**src/rtl/alu_issue_stage_if.sv**
```systemverilog
// ALU operation types and the issue-stage handshake interface.
// The out_illegal signal exists only when ALU_ISSUE_ILLEGAL_EN is defined.

package alu_pkg;

    typedef enum logic [3:0] {
        ALU_NULL = 4'd0,
        ALU_ADD  = 4'd1,
        ALU_SUB  = 4'd2,
        ALU_SLL  = 4'd3,
        ALU_SLT  = 4'd4,
        ALU_XOR  = 4'd5,
        ALU_SRL  = 4'd6,
        ALU_SRA  = 4'd7,
        ALU_OR   = 4'd8,
        ALU_AND  = 4'd9
    } alu_op_t;

    typedef enum logic {
        ALU_UNSIGNED = 1'b0,
        ALU_SIGNED   = 1'b1
    } alu_sign_t;

    typedef struct packed {
        alu_op_t   operation;
        alu_sign_t signedness;
    } alu_mode_t;

endpackage

interface alu_issue_stage_if #(
    parameter int XLEN = 32
);
    import alu_pkg::*;

    logic            in_valid;
    logic            in_ready;
    logic [31:0]     insn;
    logic [XLEN-1:0] pc;
    logic [XLEN-1:0] rs1_data;
    logic [XLEN-1:0] rs2_data;

    logic            out_valid;
    logic            out_ready;
    logic [XLEN-1:0] out_a;
    logic [XLEN-1:0] out_b;
    alu_mode_t       out_mode;
    logic [4:0]      out_rd;
    logic            out_we;
`ifdef ALU_ISSUE_ILLEGAL_EN
    logic            out_illegal;
`endif

    // Upstream/execute side (drives instructions, consumes bundles)
    modport master (
        output in_valid, insn, pc, rs1_data, rs2_data, out_ready,
        input  in_ready, out_valid, out_a, out_b, out_mode, out_rd, out_we
`ifdef ALU_ISSUE_ILLEGAL_EN
        , input out_illegal
`endif
    );

    // Issue stage side
    modport slave (
        input  in_valid, insn, pc, rs1_data, rs2_data, out_ready,
        output in_ready, out_valid, out_a, out_b, out_mode, out_rd, out_we
`ifdef ALU_ISSUE_ILLEGAL_EN
        , output out_illegal
`endif
    );

endinterface

```
**src/rtl/alu_issue_stage.sv**
```systemverilog
// ALU issue stage: decodes RV32I ALU-class instructions into the registered
// {a, b, mode} bundle for the Alu, with rd/we, behind a 2-entry skid buffer.
// Optional feature macro: ALU_ISSUE_ILLEGAL_EN adds the out_illegal flag.
//
// state  | meaning
// -------+-----------------------------------------------------------
// EMPTY  | no bundle held; out_valid=0, in_ready=1
// ONE    | main register holds the presented bundle; in_ready=1
// FULL   | main presented, skid holds the next bundle; in_ready=0

module alu_issue_stage
    import alu_pkg::*;
#(
    parameter int XLEN = 32
) (
    input  logic              clk,
    input  logic              reset,
    input  logic              flush,
    alu_issue_stage_if.slave  bus
);

    if (XLEN != 32) begin : g_xlen_check
        $error("alu_issue_stage supports XLEN=32 only");
    end

    localparam logic [6:0] OPC_OP    = 7'b0110011;
    localparam logic [6:0] OPC_OPIMM = 7'b0010011;
    localparam logic [6:0] OPC_LUI   = 7'b0110111;
    localparam logic [6:0] OPC_AUIPC = 7'b0010111;

    typedef struct packed {
        logic [31:0] a;
        logic [31:0] b;
        alu_mode_t   mode;
        logic [4:0]  rd;
        logic        we;
`ifdef ALU_ISSUE_ILLEGAL_EN
        logic        illegal;
`endif
    } bundle_t;

    typedef enum logic [1:0] {
        S_EMPTY = 2'd0,
        S_ONE   = 2'd1,
        S_FULL  = 2'd2
    } state_t;

    state_t  state;
    bundle_t main_q;
    bundle_t skid_q;
    bundle_t dec;
    logic    out_valid_q;
    logic    in_ready_q;
    logic    accept;
    logic    consume;

    logic [6:0]  opcode;
    logic [2:0]  f3;
    logic [6:0]  f7;
    logic [31:0] imm_i;
    logic [31:0] imm_u;
    logic [31:0] shamt;
    logic        illegal;
    logic [31:0] dec_a;
    logic [31:0] dec_b;
    alu_op_t     dec_op;
    alu_sign_t   dec_sign;

    // Operation selected by funct3 alone (SUB/SRA variants handled by caller)
    function automatic alu_op_t base_op(input logic [2:0] fn3);
        case (fn3)
            3'b000:  base_op = ALU_ADD;
            3'b001:  base_op = ALU_SLL;
            3'b010:  base_op = ALU_SLT;
            3'b011:  base_op = ALU_SLT;
            3'b100:  base_op = ALU_XOR;
            3'b101:  base_op = ALU_SRL;
            3'b110:  base_op = ALU_OR;
            default: base_op = ALU_AND;
        endcase
    endfunction

    assign opcode = bus.insn[6:0];
    assign f3     = bus.insn[14:12];
    assign f7     = bus.insn[31:25];
    assign imm_i  = {{20{bus.insn[31]}}, bus.insn[31:20]};
    assign imm_u  = {bus.insn[31:12], 12'h000};
    assign shamt  = {27'd0, bus.insn[24:20]};

    // Instruction decode into the operand/mode bundle
    always_comb begin
        illegal  = 1'b0;
        dec_a    = '0;
        dec_b    = '0;
        dec_op   = ALU_NULL;
        dec_sign = ALU_SIGNED;
        case (opcode)
            OPC_OP: begin
                dec_a = bus.rs1_data;
                dec_b = bus.rs2_data;
                if (f7 == 7'h00) begin
                    dec_op = base_op(f3);
                end else if (f7 == 7'h20 && f3 == 3'b000) begin
                    dec_op = ALU_SUB;
                end else if (f7 == 7'h20 && f3 == 3'b101) begin
                    dec_op = ALU_SRA;
                end else begin
                    illegal = 1'b1;
                end
                if (f3 == 3'b011) dec_sign = ALU_UNSIGNED;
            end
            OPC_OPIMM: begin
                dec_a  = bus.rs1_data;
                dec_b  = imm_i;
                dec_op = base_op(f3);
                if (f3 == 3'b001) begin
                    dec_b = shamt;
                    if (f7 != 7'h00) illegal = 1'b1;
                end else if (f3 == 3'b101) begin
                    dec_b = shamt;
                    if (f7 == 7'h20) dec_op = ALU_SRA;
                    else if (f7 != 7'h00) illegal = 1'b1;
                end
                if (f3 == 3'b011) dec_sign = ALU_UNSIGNED;
            end
            OPC_LUI: begin
                dec_b  = imm_u;
                dec_op = ALU_ADD;
            end
            OPC_AUIPC: begin
                dec_a  = bus.pc;
                dec_b  = imm_u;
                dec_op = ALU_ADD;
            end
            default: illegal = 1'b1;
        endcase

        // Illegal encodings collapse to an all-zero no-op bundle
        if (illegal) begin
            dec_a    = '0;
            dec_b    = '0;
            dec_op   = ALU_NULL;
            dec_sign = ALU_UNSIGNED;
        end

        dec                 = '0;
        dec.a               = dec_a;
        dec.b               = dec_b;
        dec.mode.operation  = dec_op;
        dec.mode.signedness = dec_sign;
        dec.rd              = bus.insn[11:7];
        dec.we              = !illegal && (bus.insn[11:7] != 5'd0);
`ifdef ALU_ISSUE_ILLEGAL_EN
        dec.illegal         = illegal;
`endif
    end

    assign accept  = bus.in_valid && in_ready_q;
    assign consume = out_valid_q && bus.out_ready;

    // Skid-buffer FSM with registered handshake outputs and bundle
    always_ff @(posedge clk or posedge reset) begin
        if (reset) begin
            state       <= S_EMPTY;
            out_valid_q <= 1'b0;
            in_ready_q  <= 1'b1;
            main_q      <= '0;
            skid_q      <= '0;
        end else if (flush) begin
            state       <= S_EMPTY;
            out_valid_q <= 1'b0;
            in_ready_q  <= 1'b1;
        end else begin
            case (state)
                S_EMPTY: begin
                    if (accept) begin
                        main_q      <= dec;
                        state       <= S_ONE;
                        out_valid_q <= 1'b1;
                    end
                end
                S_ONE: begin
                    if (accept && consume) begin
                        main_q <= dec;
                    end else if (accept) begin
                        skid_q     <= dec;
                        state      <= S_FULL;
                        in_ready_q <= 1'b0;
                    end else if (consume) begin
                        state       <= S_EMPTY;
                        out_valid_q <= 1'b0;
                    end
                end
                S_FULL: begin
                    if (consume) begin
                        main_q     <= skid_q;
                        state      <= S_ONE;
                        in_ready_q <= 1'b1;
                    end
                end
                default: begin
                    state       <= S_EMPTY;
                    out_valid_q <= 1'b0;
                    in_ready_q  <= 1'b1;
                end
            endcase
        end
    end

    assign bus.in_ready  = in_ready_q;
    assign bus.out_valid = out_valid_q;
    assign bus.out_a     = main_q.a;
    assign bus.out_b     = main_q.b;
    assign bus.out_mode  = main_q.mode;
    assign bus.out_rd    = main_q.rd;
    assign bus.out_we    = main_q.we;
`ifdef ALU_ISSUE_ILLEGAL_EN
    assign bus.out_illegal = main_q.illegal;
`endif

endmodule

```
**src/flat_wrapper.sv**
```systemverilog
// flat-port wrapper written by rule: the top's interface ports become plain ports
module alu_issue_stage_flat import alu_pkg::*;
#(
    parameter int XLEN = 32
)
  (clk, reset, flush, bus_in_valid, bus_insn, bus_pc, bus_rs1_data, bus_rs2_data, bus_out_ready, bus_in_ready, bus_out_valid, bus_out_a, bus_out_b, bus_out_mode, bus_out_rd, bus_out_we);
  alu_issue_stage_if #(.XLEN(XLEN)) bus_i ();
  input  logic clk;
  input  logic reset;
  input  logic flush;
  input wire logic [$bits(bus_i.in_valid)-1:0] bus_in_valid;
  input wire logic [$bits(bus_i.insn)-1:0] bus_insn;
  input wire logic [$bits(bus_i.pc)-1:0] bus_pc;
  input wire logic [$bits(bus_i.rs1_data)-1:0] bus_rs1_data;
  input wire logic [$bits(bus_i.rs2_data)-1:0] bus_rs2_data;
  input wire logic [$bits(bus_i.out_ready)-1:0] bus_out_ready;
  output wire logic [$bits(bus_i.in_ready)-1:0] bus_in_ready;
  output wire logic [$bits(bus_i.out_valid)-1:0] bus_out_valid;
  output wire logic [$bits(bus_i.out_a)-1:0] bus_out_a;
  output wire logic [$bits(bus_i.out_b)-1:0] bus_out_b;
  output wire logic [$bits(bus_i.out_mode)-1:0] bus_out_mode;
  output wire logic [$bits(bus_i.out_rd)-1:0] bus_out_rd;
  output wire logic [$bits(bus_i.out_we)-1:0] bus_out_we;
  assign bus_i.in_valid = bus_in_valid;
  assign bus_i.insn = bus_insn;
  assign bus_i.pc = bus_pc;
  assign bus_i.rs1_data = bus_rs1_data;
  assign bus_i.rs2_data = bus_rs2_data;
  assign bus_i.out_ready = bus_out_ready;
  assign bus_in_ready = bus_i.in_ready;
  assign bus_out_valid = bus_i.out_valid;
  assign bus_out_a = bus_i.out_a;
  assign bus_out_b = bus_i.out_b;
  assign bus_out_mode = bus_i.out_mode;
  assign bus_out_rd = bus_i.out_rd;
  assign bus_out_we = bus_i.out_we;
  alu_issue_stage #(.XLEN(XLEN)) u_core (.clk(clk), .reset(reset), .flush(flush), .bus(bus_i));
endmodule
```
**config.mk**
```make
export PLATFORM = sky130hd
export DESIGN_NAME = alu_issue_stage_flat
export DESIGN_NICKNAME = d
export VERILOG_FILES = /design/src/rtl/alu_issue_stage_if.sv /design/src/rtl/alu_issue_stage.sv /design/src/flat_wrapper.sv
export SDC_FILE = /design/constraint.sdc
export NUM_CORES = 1
export LEC_CHECK = 0
export ABC_AREA = 1
export BUFFER_PORTS_ARGS = -buffer_cell sky130_fd_sc_hd__buf_2
export CORE_MARGIN = 3
export CORE_UTILIZATION = 35
export DETAILED_ROUTE_END_ITERATION = 6
export HOLD_SLACK_MARGIN = 0.06
export PLACE_DENSITY = 0.57
export SLEW_MARGIN = 20
export SYNTH_ARGS = -nofsm -noshare
export SYNTH_HDL_FRONTEND = slang
export SYNTH_SLANG_ARGS = --single-unit
```
**constraint.sdc**
```tcl
create_clock -name clk -period 6.2 [get_ports clk]
set_input_delay 1.55 -clock clk [delete_from_list [all_inputs] [get_ports clk]]
set_output_delay 1.55 -clock clk [all_outputs]
set_load 0.1 [all_outputs]
```
* After elaboration in Yosys (flattened, before gate mapping)
Index checks and enable logic that the tools add are counted.
Storage, ports and cells: output and inout port bits 77, logic and storage cells 111, register bits 154
Cells by class: equal/unequal tests 25, bitwise logic cells 2, multiplexer cells 48, reduce and logical (&&, ||, !) cells 21
Operators with widths (number):
- $mux 75 | 3
- $pmux 75 s3 | 1
- $mux 32 | 4
- $pmux 32 s3 | 1
- $pmux 32 s2 | 1
- $mux 4 | 6
- $pmux 4 s6 | 1
- $eq 7x6->1 const B | 3
- $mux 1 | 19
- $eq 7x5->1 const B | 2
- $mux 2 | 6
- $ne 3x2->1 const B | 4
- $pmux 4 s3 | 1
- $reduce_and 4->1 | 3
- $reduce_and 5->1 | 2
- $eq 3x3->1 const B | 3
- $pmux 1 s3 | 3
- $logic_not 7->1 | 1
- $reduce_bool 7->1 | 1
- $eq 3x2->1 const B | 2
- $logic_and 1x1->1 | 6
- $ne 2x1->1 const B | 3
- $ne 3x3->1 const B | 2
- $pmux 2 s3 | 1
- other kinds (13) | 17

* Depth between registers and ports, before layout
Gate-level depths: netlist of the first run.
depth in word-level cells 10, mapped depth 14, mapped depth without buffers 12

* Worst setup path before layout of the first run
No wires, ideal clock.
path type input port to flip-flop, start point input bus_insn[6], end point register u_core.main_q, in the netlist u_core.bus.out_a[10], stages on the path 14, setup time 120 ps, buffers on the path 2, setup slack 3325 ps, required time 6080 ps, arrival 2755 ps, cells stage by stage inv_1 -> nand2_1 -> nor2_1 -> nand2_1 -> nor2_1 -> nand2_1 -> nand2_1 -> nor2_4 -> buf_6 -> buf_6 -> nand2_1 -> nand2_1 -> nand2_1 -> nand2_1
On the way: longest elaborated chain between the ends 6, elaborated cells on any way between the ends 12
RTL lines:
- start, declared | line flat_wrapper.sv:12 | input wire logic [$bits(bus_i.insn)-1:0] bus_insn;
- $eq 7x6->1 / $eq 7x5->1 (equally long branches) | line alu_issue_stage.sv:97 | case (opcode)
- $reduce_or 2->1 (no line)
- $pmux 1 s3 / $pmux 32 s2 (equally long branches) | line alu_issue_stage.sv:97
- $mux 32 * | line alu_issue_stage.sv:139 | if (illegal) begin
- $mux 75 (on tied branches) | line alu_issue_stage.sv:183, alu_issue_stage.sv:176
- $pmux 75 s3 * | line alu_issue_stage.sv:174 | case (state)
- end signal, assigned | line alu_issue_stage.sv:196 | main_q <= skid_q;
- end, declared | line alu_issue_stage.sv:49 | bundle_t main_q;
Every way passes the cells marked *; elsewhere a longest branch is shown, timed or not. The select of a mux whose other input is x is not followed. A chain may end at the register's enable or synchronous reset.

* Worst setup path after layout of the first run
start point input bus_insn[1], end point register u_core.main_q, in the netlist u_core.bus.out_a[27]
The elaborated chain is that of the path after synthesis.

==> results of run 1 <==
==> logic make-up (layout without fill, tap and decap cells) <==
family	after synthesis	after routing	synth area share
other cells	0	3	0
flops	154	154	0.479
buf+inv	102	282	0.0524
simple gates	837	837	0.403
compound gates	99	99	0.0649
==> sequential cells by signal (all words and copies together) (netlist names) <==
name                  cells
u_core.bus.in_ready       1
u_core.bus.out_a         32
u_core.bus.out_b         32
u_core.bus.out_mode       5
u_core.bus.out_rd         5
u_core.bus.out_valid      1
u_core.bus.out_we         1
u_core.skid_q            75
u_core.state              2
==> synth_stat cells <==
master       n  share of area
buf_2       19          0.012
nor2_2       3         0.0023
buf_6        2         0.0028
dfrtp_1    153           0.48
nand3_1     56          0.035
nand2_1    611           0.29
a31oi_1      6         0.0047
nor2_4       1         0.0014
a21oi_1      4         0.0025
dfstp_2      1         0.0033
clkbuf_1    39          0.018
o2111ai_1    1         0.0011
nor3_4       1         0.0020
nor2_1     162          0.076
nor3_1       1        0.00062
nand4_1      2         0.0016
clkinv_1     2        0.00093
o21ai_1     46          0.029
inv_2        5         0.0023
o21ai_0     36          0.022
o211ai_1     6         0.0056
buf_1        9         0.0042
inv_1       26          0.012
==> path summary, 6_finish.rpt <==
| path | depth (start not counted) | endpoint | from |
|---|---|---|---|
| worst max-delay path | 13 | u_core.bus.out_a[27] | bus_insn[1] |
| worst max register to register | 9 | u_core.bus.out_b[10] | u_core.state[1] |
| worst min-delay path | 2 | u_core.bus.out_a[14] | u_core.bus.out_a[14] |
| min in group asynchronous | 2 | u_core.bus.out_a[26] | reset |
| max in group asynchronous | 3 | u_core.bus.out_we | reset |
| worst min register to register | 2 | u_core.bus.out_a[14] | u_core.bus.out_a[14] |
==> routing by layer <==
| layer | global-route usage | up-vias | part of all wire |
|---|---|---|---|
| met5 | 0 | - | 0 |
| met2 | 0.288 | 200 | 0.44 |
| met1 | 0.269 | 3503 | 0.49 |
| li1 | - | 4032 | - |
| met3 | 0.0440 | 18 | 0.058 |
| met4 | 0.0558 | 0 | 0.012 |
==> cells in the final DEF (no fill, tap or decap), drive strengths merged, types with 3 or more instances in the layout <==
| cell | n |
|---|---|
| o211ai | 6 |
| clkbuf | 20 |
| buf | 217 |
| nand3 | 56 |
| dfrtp | 153 |
| a21oi | 4 |
| clkinvlp | 7 |
| nor2 | 166 |
| inv | 33 |
| nand2 | 611 |
| o21ai | 82 |
| diode | 3 |
| a31oi | 6 |
| clkinv | 4 |
==> power by group <==
part | switching (mW) | total, mW | internal [mW] | leakage [nW]
clock | 0.439 | 1.02 | 0.576 | 0.258
sequential | 0.121 | 1.34 | 1.21 | 2.11
combinational | 1.93 | 2.27 | 0.338 | 3.59
==> area by class of cell <==
cell class              instances  area [µm²]  share of cell area
inverters                      33         134              0.0137
clock inverters                12         114              0.0116
flip-flops and latches        154        3850               0.393
repair buffers                217        1110               0.113
multi-input cells             936        3780               0.385
clock buffers                  20         457              0.0466
well taps                     280         350              0.0357
diodes                          3        7.51            0.000766
==> critical path: stages <==
cell	delay, ps
buf_2	70
nand2_1	100
nor3_4	120
buf_4	350
nand2_1	260
nand2_1	110
nand2_1	90
nor2_4	730
buf_4	470
nand2_1	140
nand2_1	80
nand2_1	60
nand2_1	50
==> flow_summary_export.csv, run 1 <==
group,metric,value,unit
synthesis,ys_warn_count,0,
synthesis,syn_nets,1325,
global_route,antenna_found_initial,3,
timing,tns,0,ps
cts,root_buffer,"clkbuf_16",
synthesis,synth.cell_area,8040,µm²
finish,area_growth,21.8,%
finish,layout-drive-gt1-share,0.191,
route,drt-pass1-iter-count,6,
route,drt_iter0_markers,449,
synthesis,avgSynthCellArea,6.75,µm²
synthesis,synth-seq-area-share,0.479,
cts,cts_tree,"done",
finish,final_util,0.441,
route,drt_wl_total,23300,µm
critical_path,ff2ff_setup_slack,2900,ps
timing,period_needed,3870,ps
global_route,grt_pass1_wl,37100,µm
timing,period_share,0.623,
finish,fillers,2332,
place,dp_hpwl,15600,µm
timing,clock.fmax,259,MHz
cts,clockBufferDepth,2,
cts,cts_buffers,17,
timing,final-setup-viol-count,0,
critical_path,end_kind,"register",
finish,fin_nets,1492,
die,die-area,24800,µm²
critical_path,path_max_fanout,39,
power_and_ir_drop,power.density,471,nW/µm²
status,status,"finished clean",
place,numPortBuffers,209,
global_route,grt_pass1_vias,7061,
cts,postCtsSetupBuffers,0,
timing,hold_viol,0,
cts,clock-sinks,154,
die,io_pins,210,
timing,fin_hold_ws,473,ps
timing,rsz0062_at_grt,"false",
critical_path,crit_type,"in -> reg",
global_route,grt_usage,0.189,
synthesis,synth-seq-cells,154,
timing,skew,8.58,ps
place,dpl_cell_area,9220,µm²
global_route,overflow,0,
cts,h-tree-depth,4,
cts,cts_resized,0,
die,rows,54,
global_route,grt_max_degree,110,
cts,holdBufCountCts,0,
timing,relSlewSlack,0.313,
die,start_util,0.362,
route,wl_per_cell,14.1,µm
hold_path,holdCritPathClass,"reg -> reg",
die,die_x,158,µm
power_and_ir_drop,vdd_drop_max,0.000330,V
synthesis,syn_inst,1192,
critical_path,crit_arrival,4230,ps
synthesis,synth_cell_types,23,
power_and_ir_drop,total_power,4.62,mW
critical_path,crit_required,6560,ps
place,placed_cells,1620,
cts,path_clk_slew,70,ps
run,drv_cap,0,
die,core,22200,µm²
timing,setup_ws,2330,ps
place,pre_cts_slack,1870,ps
place,globalplace.congestion,0.785,
critical_path,critPathLaunchType,"input port",
route,vias_per_cell,4.68,
die,die_h,158,µm
finish,final_area,9800,µm²
route,drc,0,
timing,tightestPinTransition,1020,ps
finish,layout.cells.non_filler,1655,
timing,drv_slew,0,
cts,clock_latency,430,ps
route,postRouteAntennaNets,0,
power_and_ir_drop,leakage,5.96,nW
route,vias,7753,
(Power assumes the default switching activity.)
==> run 2: changes to the inputs <==
--- a/config.mk
+++ b/config.mk
@@ -11,7 +11,7 @@
 export CORE_UTILIZATION = 35
 export DETAILED_ROUTE_END_ITERATION = 6
 export HOLD_SLACK_MARGIN = 0.06
-export PLACE_DENSITY = 0.57
+export PLACE_DENSITY = 0.59
 export SLEW_MARGIN = 20
 export SYNTH_ARGS = -nofsm -noshare
 export SYNTH_HDL_FRONTEND = slang
==> constraint.sdc (replaced) <==
create_clock -name clk -period 3.55 [get_ports clk]
set_input_delay 0.8875 -clock clk [delete_from_list [all_inputs] [get_ports clk]]
set_output_delay 0.8875 -clock clk [all_outputs]
set_load 0.1 [all_outputs]
==> flow_summary_export.csv, run 2 (same netlist as run 1, synthesis figures left out) <==
group,metric,value,unit
power_and_ir_drop,leakage,6.04,nW
route,vias_per_cell,4.78,
power_and_ir_drop,power.density,825,nW/µm²
route,vias,7928,
die,rows,54,
route,drt-pass1-iter-count,5,
route,wl_per_cell,14.3,µm
die,die_h,158,µm
timing,rsz0062_at_grt,"false",
die,core,22200,µm²
timing,tns,0,ps
critical_path,crit_path_cell_trace,"buf_2 -> inv_2 -> nand2_1 -> nor2_1 -> nand2_1 -> nor2_2 -> nand2_1 -> buf_4 -> o211ai_1 -> nand2_1 -> nand2_1 -> nand2_1 -> nand2_1",
cts,cts_tree,"done",
finish,diodes,0,
timing,final-setup-viol-count,0,
hold_path,holdCritPathClass,"reg -> reg",
route,drc,0,
critical_path,max_stage_delay,340,ps
timing,period_share,0.702,
timing,skew,9.70,ps
global_route,grt_usage,0.190,
critical_path,path_max_fanout,13,
cts,holdBufCountCts,0,
critical_path,crit_arrival,2840,ps
cts,clock_latency,420,ps
timing,tightestPinTransition,950,ps
cts,root_buffer,"clkbuf_16",
place,numPortBuffers,209,
status,status,"finished clean",
die,start_util,0.362,
die,die_x,158,µm
run,drv_cap,0,
cts,path_clk_slew,60,ps
finish,final_area,9910,µm²
place,globalplace.congestion,0.837,
critical_path,end_kind,"register",
power_and_ir_drop,vdd_drop_max,0.000520,V
finish,area_growth,23.2,%
global_route,grt_pass1_wl,37700,µm
critical_path,slowest_stage,"nand2_1",
cts,cts_resized,0,
global_route,overflow,0,
die,die-area,24800,µm²
critical_path,crit_required,3900,ps
cts,postCtsSetupBuffers,0,
timing,period_needed,2490,ps
cts,h-tree-depth,4,
cts,cts_buffers,17,
finish,final_cell_mix,"nand2_1 (610), buf_2 (209), nor2_1 (161), dfrtp_1 (153), nand3_1 (56)",
critical_path,path_buf_inv,3,
finish,final_util,0.446,
global_route,grt_pass1_vias,7288,
timing,drv_slew,0,
route,drt_wl_total,23700,µm
cts,clock-sinks,154,
timing,relSlewSlack,0.367,
place,dpl_cell_area,9320,µm²
critical_path,cpMostUsedCell,"nand2_1",
finish,largest_register_ff_count,75,
route,drt_iter0_markers,503,
critical_path,crit_type,"in -> reg",
die,io_pins,210,
critical_path,critPathLaunchType,"input port",
critical_path,cp_top_family,"simple AND/OR/NAND/NOR gates",
global_route,antenna_found_initial,1,
timing,clock.fmax,401,MHz
finish,regMostFlops,"u_core.skid_q",
route,postRouteAntennaNets,0,
finish,layout_commonest_cell,"nand2_1",
global_route,grt_max_degree,89,
cts,clockBufferDepth,2,
timing,hold_viol,0,
place,dp_hpwl,16200,µm
finish,fin_nets,1499,
finish,layout-drive-gt1-share,0.196,
## run 2: per-layer routing
layer / vias to the layer above / GRT usage / part of all wire
met5: - / 0 / 0.00055
met1: 3630 / 0.270 / 0.47
met3: 24 / 0.0424 / 0.064
met2: 240 / 0.299 / 0.45
li1: 4032 / - / -
met4: 2 / 0.0426 / 0.010
## run 2: through the flow
stage | setup WS [ps] | hold WS [ps] | cells | total power, mW
after detailed placement | 650 | 460 | 1627 | 6.37
after CTS | 1090 | 477 | 1659 | 8.25
after floorplan | 718 | 442 | 1192 | 5.62
final | 1060 | 473 | 1659 | 8.17
after global placement | 736 | 457 | 1627 | 6.35
after global routing | 921 | 490 | 1659 | 8.57
## run 2: final cells by class
cell class / count / area, µm²
fillers: 2309 / 12300
flip-flops and latches: 154 / 3850
multi-input cells: 936 / 3780
repair buffers: 224 / 1210
clock buffers: 17 / 425
well taps: 280 / 350
clock inverters: 15 / 163
inverters: 33 / 133
## run 2: worst reg2reg max path, stage by stage (launching register included)
cell	delay, ps
dfrtp_1	430
nor2_2	360
inv_4	240
o21ai_0	220
nand2_4	320
inv_1	370
o21ai_0	140
o21ai_0	180
## run 2: worst paths after layout
kind                       cells past startpoint  slack [ps]                     end            startpoint
min reg2reg                                    2         470    u_core.bus.out_a[29]  u_core.bus.out_a[29]
min                                            2         470    u_core.bus.out_a[29]  u_core.bus.out_a[29]
min in group asynchronous                      3         580       u_core.skid_q[71]                 reset
max                                           13        1060    u_core.bus.out_b[14]           bus_insn[2]
max reg2reg                                    7        1220  u_core.bus.out_mode[4]       u_core.state[0]
max in group asynchronous                      3        2100       u_core.skid_q[40]                 reset
## run 2: power breakdown
part           switching (mW)  internal (mW)
sequential              0.203           2.12
clock                   0.807           1.05
combinational            3.38          0.609
total                    4.39           3.78
==> run 3: changes to the inputs <==
==> constraint.sdc (replaced) <==
create_clock -name clk -period 2.25 [get_ports clk]
set_input_delay 0.5625 -clock clk [delete_from_list [all_inputs] [get_ports clk]]
set_output_delay 0.5625 -clock clk [all_outputs]
set_load 0.1 [all_outputs]
==> flow_summary_export.csv, run 3 (same netlist as run 1, synthesis figures left out) <==
group,metric,value,unit
critical_path,regToRegStartpoint,"u_core.state[0]",
place,dp_hpwl,16300,µm
die,die_x,158,µm
route,wl_per_cell,14.1,µm
critical_path,crit_type,"reg -> out",
global_route,grt_max_degree,145,
timing,hold_viol,0,
timing,relSlewSlack,0.578,
route,drt-pass1-iter-count,5,
cts,postCtsSetupBuffers,0,
route,postRouteAntennaNets,0,
cts,cts_tree,"done",
finish,regMostFlops,"u_core.skid_q",
die,rows,54,
power_and_ir_drop,p_clk_frac,0.225,
critical_path,crit_path_cell_trace,"buf_2",
route,drt_iter0_markers,601,
critical_path,max_stage_delay,540,ps
critical_path,crit_required,1690,ps
route,vias,8000,
cts,path_clk_slew,60,ps
power_and_ir_drop,seq_power_share,0.283,
power_and_ir_drop,p_sw,6.94,mW
place,globalplace.congestion,0.860,
timing,period_share,0.868,
route,drc,0,
critical_path,path_buf_inv,1,
hold_path,holdCritPathClass,"in -> async",
timing,rsz0062_at_grt,"false",
finish,fin_nets,1520,
status,status,"finished clean",
cts,clock_latency,440,ps
global_route,grt_usage,0.190,
timing,clock.fmax,512,MHz
power_and_ir_drop,leakage,6.19,nW
timing,final-setup-viol-count,0,
finish,area_growth,26.6,%
critical_path,end_kind,"primary output",
power_and_ir_drop,total_power,13.0,mW
finish,largest_register_ff_count,75,
critical_path,crit_start,"u_core.bus.in_ready",
cts,holdBufCountCts,0,
critical_path,critPathLaunchType,"register",
power_and_ir_drop,power.density,1270,nW/µm²
die,core,22200,µm²
place,dpl_cell_area,9590,µm²
place,numPortBuffers,209,
power_and_ir_drop,sw_frac_of_total,0.535,
timing,period_needed,1950,ps
cts,h-tree-depth,4,
power_and_ir_drop,vdd_drop_max,0.000966,V
timing,skew,11.2,ps
route,vias_per_cell,4.76,
critical_path,cp_top_family,"flip-flops",
critical_path,path_max_fanout,3,
die,start_util,0.362,
run,drv_cap,0,
timing,tightestPinTransition,633,ps
finish,final_area,10200,µm²
cts,cts_resized,0,
power_and_ir_drop,p_int,6.02,mW
power_and_ir_drop,pwr-share-comb,0.492,
global_route,grt_pass1_vias,7273,
cts,clockBufferDepth,2,
route,drt_wl_total,23700,µm
global_route,overflow,0,
die,die_h,158,µm
finish,layout-drive-gt1-share,0.208,
critical_path,slowest_stage,"dfstp_2",
cts,clock-sinks,154,
cts,root_buffer,"clkbuf_16",
timing,tns,0,ps
die,die-area,24800,µm²
finish,final_cell_mix,"nand2_1 (610), buf_2 (209), nor2_1 (161), dfrtp_1 (153), nand3_1 (56)",
cts,cts_buffers,17,
timing,drv_slew,0,
critical_path,crit_arrival,1390,ps
global_route,grt_pass1_wl,37700,µm
finish,layout_commonest_cell,"nand2_1",
die,io_pins,210,
global_route,antenna_found_initial,2,
==> run 3: power by group through the flow <==
stage | clock network (mW) | logic [mW] | registers [mW]
2_1_floorplan | 0 | 1.42 | 7.45
3_3_place_gp | 0 | 6.39 | 3.71
3_5_place_dp | 0 | 6.41 | 3.71
4_1_cts | 2.99 | 6.42 | 3.67
5_1_grt | 3.10 | 6.76 | 3.74
6_report | 2.92 | 6.37 | 3.67
==> run 3: path summary, 6_finish.rpt <==
check                      cells after the start  slack [ps]              endpoint
setup reg to reg                              10         520   u_core.bus.out_b[5]
hold reg to reg                                2         470   u_core.bus.in_ready
min in group clk                               3         380      u_core.skid_q[1]
hold / removal                                 2         180  u_core.bus.out_a[30]
max in group asynchronous                      3        1410      u_core.skid_q[7]
setup / recovery                               1         300          bus_in_ready
==> run 3: area by class of cell <==
type	instances	area (µm²)
tap	280	350
inverter	33	133
antenna	2	5.00
clock buffer	17	425
sequential	154	3850
fill	2286	12000
timing repair buffer	245	1480
clock inverter	15	163
multi-input combinational	936	3780
==> run 3: per-stage QoR <==
step	utilization	hold WS, ps	worst slack [ps]	std cells
floorplan	-	442	-257	1192
global placement	0.432	458	110	1648
detailed placement	0.432	460	43.5	1648
CTS	0.458	177	270	1680
global route	0.458	189	237	1682
finish	0.458	176	297	1682
==> run 3: layer usage <==
| layer | share of wire | wire length (µm) | track usage |
|---|---|---|---|
| met3 | 0.068 | 1620 | 0.0446 |
| met4 | 0.015 | 348 | 0.0579 |
| met5 | 0 | 0 | 0 |
| met2 | 0.44 | 10500 | 0.283 |
| met1 | 0.47 | 11200 | 0.276 |
